===== src/rtl/btn_conditioner.sv =====
`default_nettype none
// ============================================================================
// Module      : btn_conditioner
// Description : Conditions one raw push-button input: two-flop synchroniser,
//               counter-based debouncer FSM, registered press/release strobes
//               and an 8-bit wrapping press counter.
//               Optional auto-repeat of press strobes while the button is held
//               is built when the macro BTN_REPEAT_EN is defined.
// Revision    : 1.0 - initial release
// ============================================================================
module btn_conditioner #(
    parameter int DEBOUNCE_CYCLES = 1000000,
    parameter int CNT_W           = $clog2(DEBOUNCE_CYCLES),
    parameter int REPEAT_DELAY    = 50000000,
    parameter int REPEAT_RATE     = 10000000
) (
    input  logic       CLK,
    input  logic       RST,
    input  logic       BTN,
    output logic       btn_level,
    output logic       press_pulse,
    output logic       release_pulse,
    output logic [7:0] press_cnt
);

    // Debounce FSM encoding
    localparam logic [1:0] c_IDLE         = 2'd0;
    localparam logic [1:0] c_PRESS_WAIT   = 2'd1;
    localparam logic [1:0] c_PRESSED      = 2'd2;
    localparam logic [1:0] c_RELEASE_WAIT = 2'd3;

    // Last count value before a level change is accepted
    localparam logic [CNT_W-1:0] c_CNT_LAST = CNT_W'(DEBOUNCE_CYCLES - 1);

    // Parameter sanity checks, evaluated at elaboration
    if (DEBOUNCE_CYCLES < 2) begin : g_bad_debounce
        $error("btn_conditioner: DEBOUNCE_CYCLES must be at least 2");
    end
    if ((REPEAT_DELAY < 1) || (REPEAT_RATE < 1)) begin : g_bad_repeat
        $error("btn_conditioner: REPEAT_DELAY and REPEAT_RATE must be positive");
    end

    logic             r_s1;
    logic             r_s2;
    logic [1:0]       r_state;
    logic [1:0]       w_state_nxt;
    logic [CNT_W-1:0] r_cnt;
    logic [CNT_W-1:0] w_cnt_nxt;
    logic             w_press_evt;
    logic             w_release_evt;
    logic             w_press_fire;
    logic             r_press_pulse;
    logic             r_release_pulse;
    logic [7:0]       r_press_cnt;

    // Two-flop synchroniser for the asynchronous button input
    always_ff @(posedge CLK or posedge RST) begin
        if (RST) begin
            r_s1 <= 1'b0;
            r_s2 <= 1'b0;
        end else begin
            r_s1 <= BTN;
            r_s2 <= r_s1;
        end
    end

    // FSM state and debounce counter register
    always_ff @(posedge CLK or posedge RST) begin
        if (RST) begin
            r_state <= c_IDLE;
            r_cnt   <= '0;
        end else begin
            r_state <= w_state_nxt;
            r_cnt   <= w_cnt_nxt;
        end
    end

    // Next-state logic: a level change needs DEBOUNCE_CYCLES further stable samples
    always_comb begin
        w_state_nxt   = r_state;
        w_cnt_nxt     = r_cnt;
        w_press_evt   = 1'b0;
        w_release_evt = 1'b0;
        case (r_state)
            c_IDLE: begin
                if (r_s2) begin
                    w_state_nxt = c_PRESS_WAIT;
                    w_cnt_nxt   = '0;
                end
            end
            c_PRESS_WAIT: begin
                if (!r_s2) begin
                    w_state_nxt = c_IDLE;
                end else if (r_cnt == c_CNT_LAST) begin
                    w_state_nxt = c_PRESSED;
                    w_press_evt = 1'b1;
                end else begin
                    w_cnt_nxt = r_cnt + CNT_W'(1);
                end
            end
            c_PRESSED: begin
                if (!r_s2) begin
                    w_state_nxt = c_RELEASE_WAIT;
                    w_cnt_nxt   = '0;
                end
            end
            c_RELEASE_WAIT: begin
                if (r_s2) begin
                    w_state_nxt = c_PRESSED;
                end else if (r_cnt == c_CNT_LAST) begin
                    w_state_nxt   = c_IDLE;
                    w_release_evt = 1'b1;
                end else begin
                    w_cnt_nxt = r_cnt + CNT_W'(1);
                end
            end
            default: begin
                w_state_nxt = c_IDLE;
                w_cnt_nxt   = '0;
            end
        endcase
    end

    // Output decode: level is high while pressed or waiting out a release
    always_comb begin
        btn_level = (r_state == c_PRESSED) || (r_state == c_RELEASE_WAIT);
    end

`ifdef BTN_REPEAT_EN
    localparam int c_REP_MAX  = (REPEAT_DELAY > REPEAT_RATE) ? REPEAT_DELAY : REPEAT_RATE;
    localparam int c_RCNT_W   = (c_REP_MAX > 1) ? $clog2(c_REP_MAX) : 1;
    localparam logic [c_RCNT_W-1:0] c_DELAY_LAST = c_RCNT_W'(REPEAT_DELAY - 1);
    localparam logic [c_RCNT_W-1:0] c_RATE_LAST  = c_RCNT_W'(REPEAT_RATE - 1);

    logic [c_RCNT_W-1:0] r_rcnt;
    logic                r_rep_armed;
    logic                w_hold;
    logic                w_rep_evt;

    // Repeat timing runs only while settled in PRESSED with the input still high;
    // the first repeat waits REPEAT_DELAY, later ones REPEAT_RATE
    always_comb begin
        w_hold    = (r_state == c_PRESSED) && r_s2;
        w_rep_evt = w_hold && (r_rcnt == (r_rep_armed ? c_RATE_LAST : c_DELAY_LAST));
    end

    // Repeat counter: held clear outside PRESSED so each entry restarts the delay
    always_ff @(posedge CLK or posedge RST) begin
        if (RST) begin
            r_rcnt      <= '0;
            r_rep_armed <= 1'b0;
        end else if (!w_hold) begin
            r_rcnt      <= '0;
            r_rep_armed <= 1'b0;
        end else if (w_rep_evt) begin
            r_rcnt      <= '0;
            r_rep_armed <= 1'b1;
        end else begin
            r_rcnt <= r_rcnt + c_RCNT_W'(1);
        end
    end

    // Press strobe sources: accepted press plus auto-repeat
    always_comb begin
        w_press_fire = w_press_evt | w_rep_evt;
    end
`else
    // Press strobe source: accepted press only
    always_comb begin
        w_press_fire = w_press_evt;
    end
`endif

    // Registered strobes and wrapping press counter
    always_ff @(posedge CLK or posedge RST) begin
        if (RST) begin
            r_press_pulse   <= 1'b0;
            r_release_pulse <= 1'b0;
            r_press_cnt     <= 8'd0;
        end else begin
            r_press_pulse   <= w_press_fire;
            r_release_pulse <= w_release_evt;
            r_press_cnt     <= r_press_cnt + {7'd0, r_press_pulse};
        end
    end

    assign press_pulse   = r_press_pulse;
    assign release_pulse = r_release_pulse;
    assign press_cnt     = r_press_cnt;

endmodule
`default_nettype wire


===== config.mk =====
export PLATFORM = sky130hd
export DESIGN_NAME = btn_conditioner
export DESIGN_NICKNAME = d
export VERILOG_FILES = /design/src/rtl/btn_conditioner.sv
export SDC_FILE = /design/constraint.sdc
export NUM_CORES = 1
export LEC_CHECK = 0
export ABC_CLOCK_PERIOD_IN_PS = 2400
export BUFFER_PORTS_ARGS = -buffer_cell sky130_fd_sc_hd__buf_2
export CAP_MARGIN = 20
export CORE_UTILIZATION = 58
export CTS_CLUSTER_SIZE = 30
export DETAILED_ROUTE_END_ITERATION = 16
export PLACE_DENSITY = 0.87
export SYNTH_ARGS = -nofsm -noshare
export SYNTH_HDL_FRONTEND = slang
export SYNTH_SLANG_ARGS = --single-unit
export TNS_END_PERCENT = 1

===== constraint.sdc =====
create_clock -name CLK -period 2.4 [get_ports CLK]
set_input_delay 0.12 -clock CLK [delete_from_list [all_inputs] [get_ports CLK]]
set_output_delay 0.12 -clock CLK [all_outputs]
set_load 0.01 [all_outputs]

==> results.toml <==
[logic_synthesis]
synth-xor-area-share_pct = 6.884
synth_area_leader_cell = "dfrtp_1"
synthTopCellsByCount = "dfrtp_1, nand2_1, nand3_1"
synth_area_um2 = 1654
synthMuxAreaShare_pct = 1.362
synth-main-ff-cell = "dfrtp_1"
synth_compound_area_share_pct = 11.80
synth_fp_nets = 165
seq_area_frac_synth_pct = 51.44
avgSynthCellArea_um2 = 10.40
ys_seq_elements = 34
yosys.area_share.simple_pct = 23.60
synth_cells = 159
synth_edf_count = 0
synth_fa_ha_area_share_pct = 2.269
synth_top_area_share_pct = 51.44
synth_top_family_by_area = "simple AND/OR/NAND/NOR gates"
synth_cell_types = 38
synth.most_common_cell = "dfrtp_1"
ys_warn_count = 0
yosys-top-cells-area = "dfrtp_1, xor2_1, nand3_1"
synthArstFlopShare_pct = 100.0

[floorplan]
core_um2 = 2734
die_area_um2 = 3069
start_util_pct = 60.50
chipHeight_um = 55.40
rows = 19
io_pins = 14
die_w_um = 55.40

[routing]
firstDrtPassIters = 4
wirelength_mm = 3.028
wl_per_cell_um = 14.35
via_per_inst = 6.009
drc_errors = 0
antenna_left = 0
num_vias = 1268
drtIter0Drc = 27

[critical_path]
r2r_end = "r_cnt[9]"
cp.required_ns = 2.63
crit_start = "r_cnt[12]"
critPathCapture = "r_cnt[9]"
r2r_cells = 6
startpoint_type = "flop"
timing.rr.start = "r_cnt[12]"
cp.arrival_ns = 2.40
worst-path-max-fanout = 10
end_kind = "flop"
reg2reg_slack_ns = 0.23
worstSetupPathType = "reg2reg"

[placed_design]
place_congestion = 0.8352
io_buffers = 13
place_ws_ns = 0.2655
placed_cell_area_um2 = 1752
placed_cells = 201
place_hpwl_mm = 2.217

[cts]
clk_latency_ns = 0.34
cts.sinks = 34
htree_levels = 2
cts_buffer_depth = 2
clockRootBuffer = "clkbuf_4"
numCtsBuffers = 5
path_clk_slew_ns = 0.11
cts_tree = "done"
post_cts_buffers = 0

[pwr]
swShare_pct = 25.49
netSwitchingPower_uw = 259.2
ir_drop_mv = 0.6170
internal_power_uw = 757.9
power_mw = 1.017
leakage_nw = 0.8710
seqPwrFrac_pct = 60.8
p_per_area_nw_per_um2 = 554.1
pwr-share-clk_pct = 32.9
comb_power_share_pct = 6.3

[timing]
setup_ws_ns = 0.2331
rsz0062_at_grt = "false"
finalHoldViolCount = 0
fin_crit_sh_pct = 90.29
slew_headroom_pct = 60.50
tightestPinTransition_ns = 0.5875
setup_viol = 0
whs_ns = 0.3701
period_needed_ns = 2.167
skew_ns = 0.005274
fmax_mhz = 461.5
maxSlewViolCount = 0
tns_ns = 0

[layout]
multiInputGateArea_um2 = 759.5
stdcell_count = 211
nFillCells = 218
nets = 185
insertedDiodeCount = 0
syn2layout_area_growth_pct = 10.97
design_area_um2 = 1836
finish.utilization_pct = 67.14
seq_area_um2 = 850.8
post_route_cells_drive_above_1_share_pct = 18.89

[global_routing]
antenna_found_initial = 0
grt_pass1_wl_mm = 5.216
gr-total-overflow = 0
grt_usage_pct = 22.13
grt_pass1_vias = 1218
grt_max_degree = 35

[outcome]
status = "complete, no violations"

[run]
drv_cap = 0

[hold_path]
hold_depth = 0
hold_class = "reg2reg"
[how the worst min path moves through the flow]
stage,endpoint,start
after detailed placement,r_s1,RST
after global placement,r_s1,RST
after floorplan,r_s1,BTN
after CTS,r_s2,r_s1
after global routing,r_s2,r_s1
final,r_s2,r_s1
[area by class of cell]
type	instances	share of cell area [%]
multi-input cells	116	41.38
flip-flops and latches	34	46.35
clock inverters	2	0.6817
well taps	31	2.113
repair buffers	18	5.862
inverters	4	0.8180
clock buffers	6	2.795
[timing repair]
| item | 4_1_cts | 5_1_grt |
|---|---|---|
| endpoints found under the hold margin | 35 | 0 |
| hold buffers | 2 | 0 |
| resized for setup | 0 | 0 |
[routing by layer]
layer	vias to the layer above	track usage (%)	share of wire, %
li1	616	-	-
met1	613	26.14	43
met2	34	36.32	50
met3	5	8.197	4.5
met4	0	9.286	1.8
met5	-	0	0
[cell usage in the layout (no fill, tap or decap), drive strengths merged, types with 2 or more instances in the layout]
master,netlist,final
xor2,8,8
nor2,12,12
nand4,3,3
buf,3,16
dlygate4sd3,0,2
xnor2,5,5
nor3,2,2
a22o,3,3
nor4,2,2
a21oi,7,7
or2,2,2
inv,4,4
clkbuf,2,6
nand3b,2,2
o21ai,3,3
and3,6,6
nand2,16,16
nor3b,2,2
ha,3,3
mux2,2,2
a31oi,10,10
nand3,14,14
dfrtp,34,34
a41oi,3,3
nand2b,3,3
[power by group through the flow]
stage,logic (mW),registers [mW],clock network (mW)
detailed placement,0.0621,0.629,0
floorplan,0.0493,0.623,0
global route,0.0721,0.622,0.369
CTS,0.0645,0.618,0.354
global placement,0.0584,0.627,0
finish,0.0638,0.618,0.335
[critical path: stages, from the launching register on]
cell     delay [ns]
dfrtp_1        0.43
or4_4          0.54
nor4_4         0.28
a21oi_1        0.21
buf_4          0.22
a21bo_1        0.17
a22o_1         0.22
[flip-flops by register name (all words and copies together), names as in the netlist, named ones only]
signal         flops
r_state            1
press_cnt          8
release_pulse      1
r_cnt             20
r_s2               1
press_pulse        1
r_s1               1
[kinds of logic (layout without fill, tap and decap cells)]
family,Yosys count,after routing
and+or+nand+nor,69,69
DFF,34,34
AOI/OAI and AO/OA,29,29
xor gates and xnor gates,13,13
buffers and inverters,9,30
adders and majority gates,3,3
muxes,2,2
Note: power is estimated with default switching activity, not from simulation.
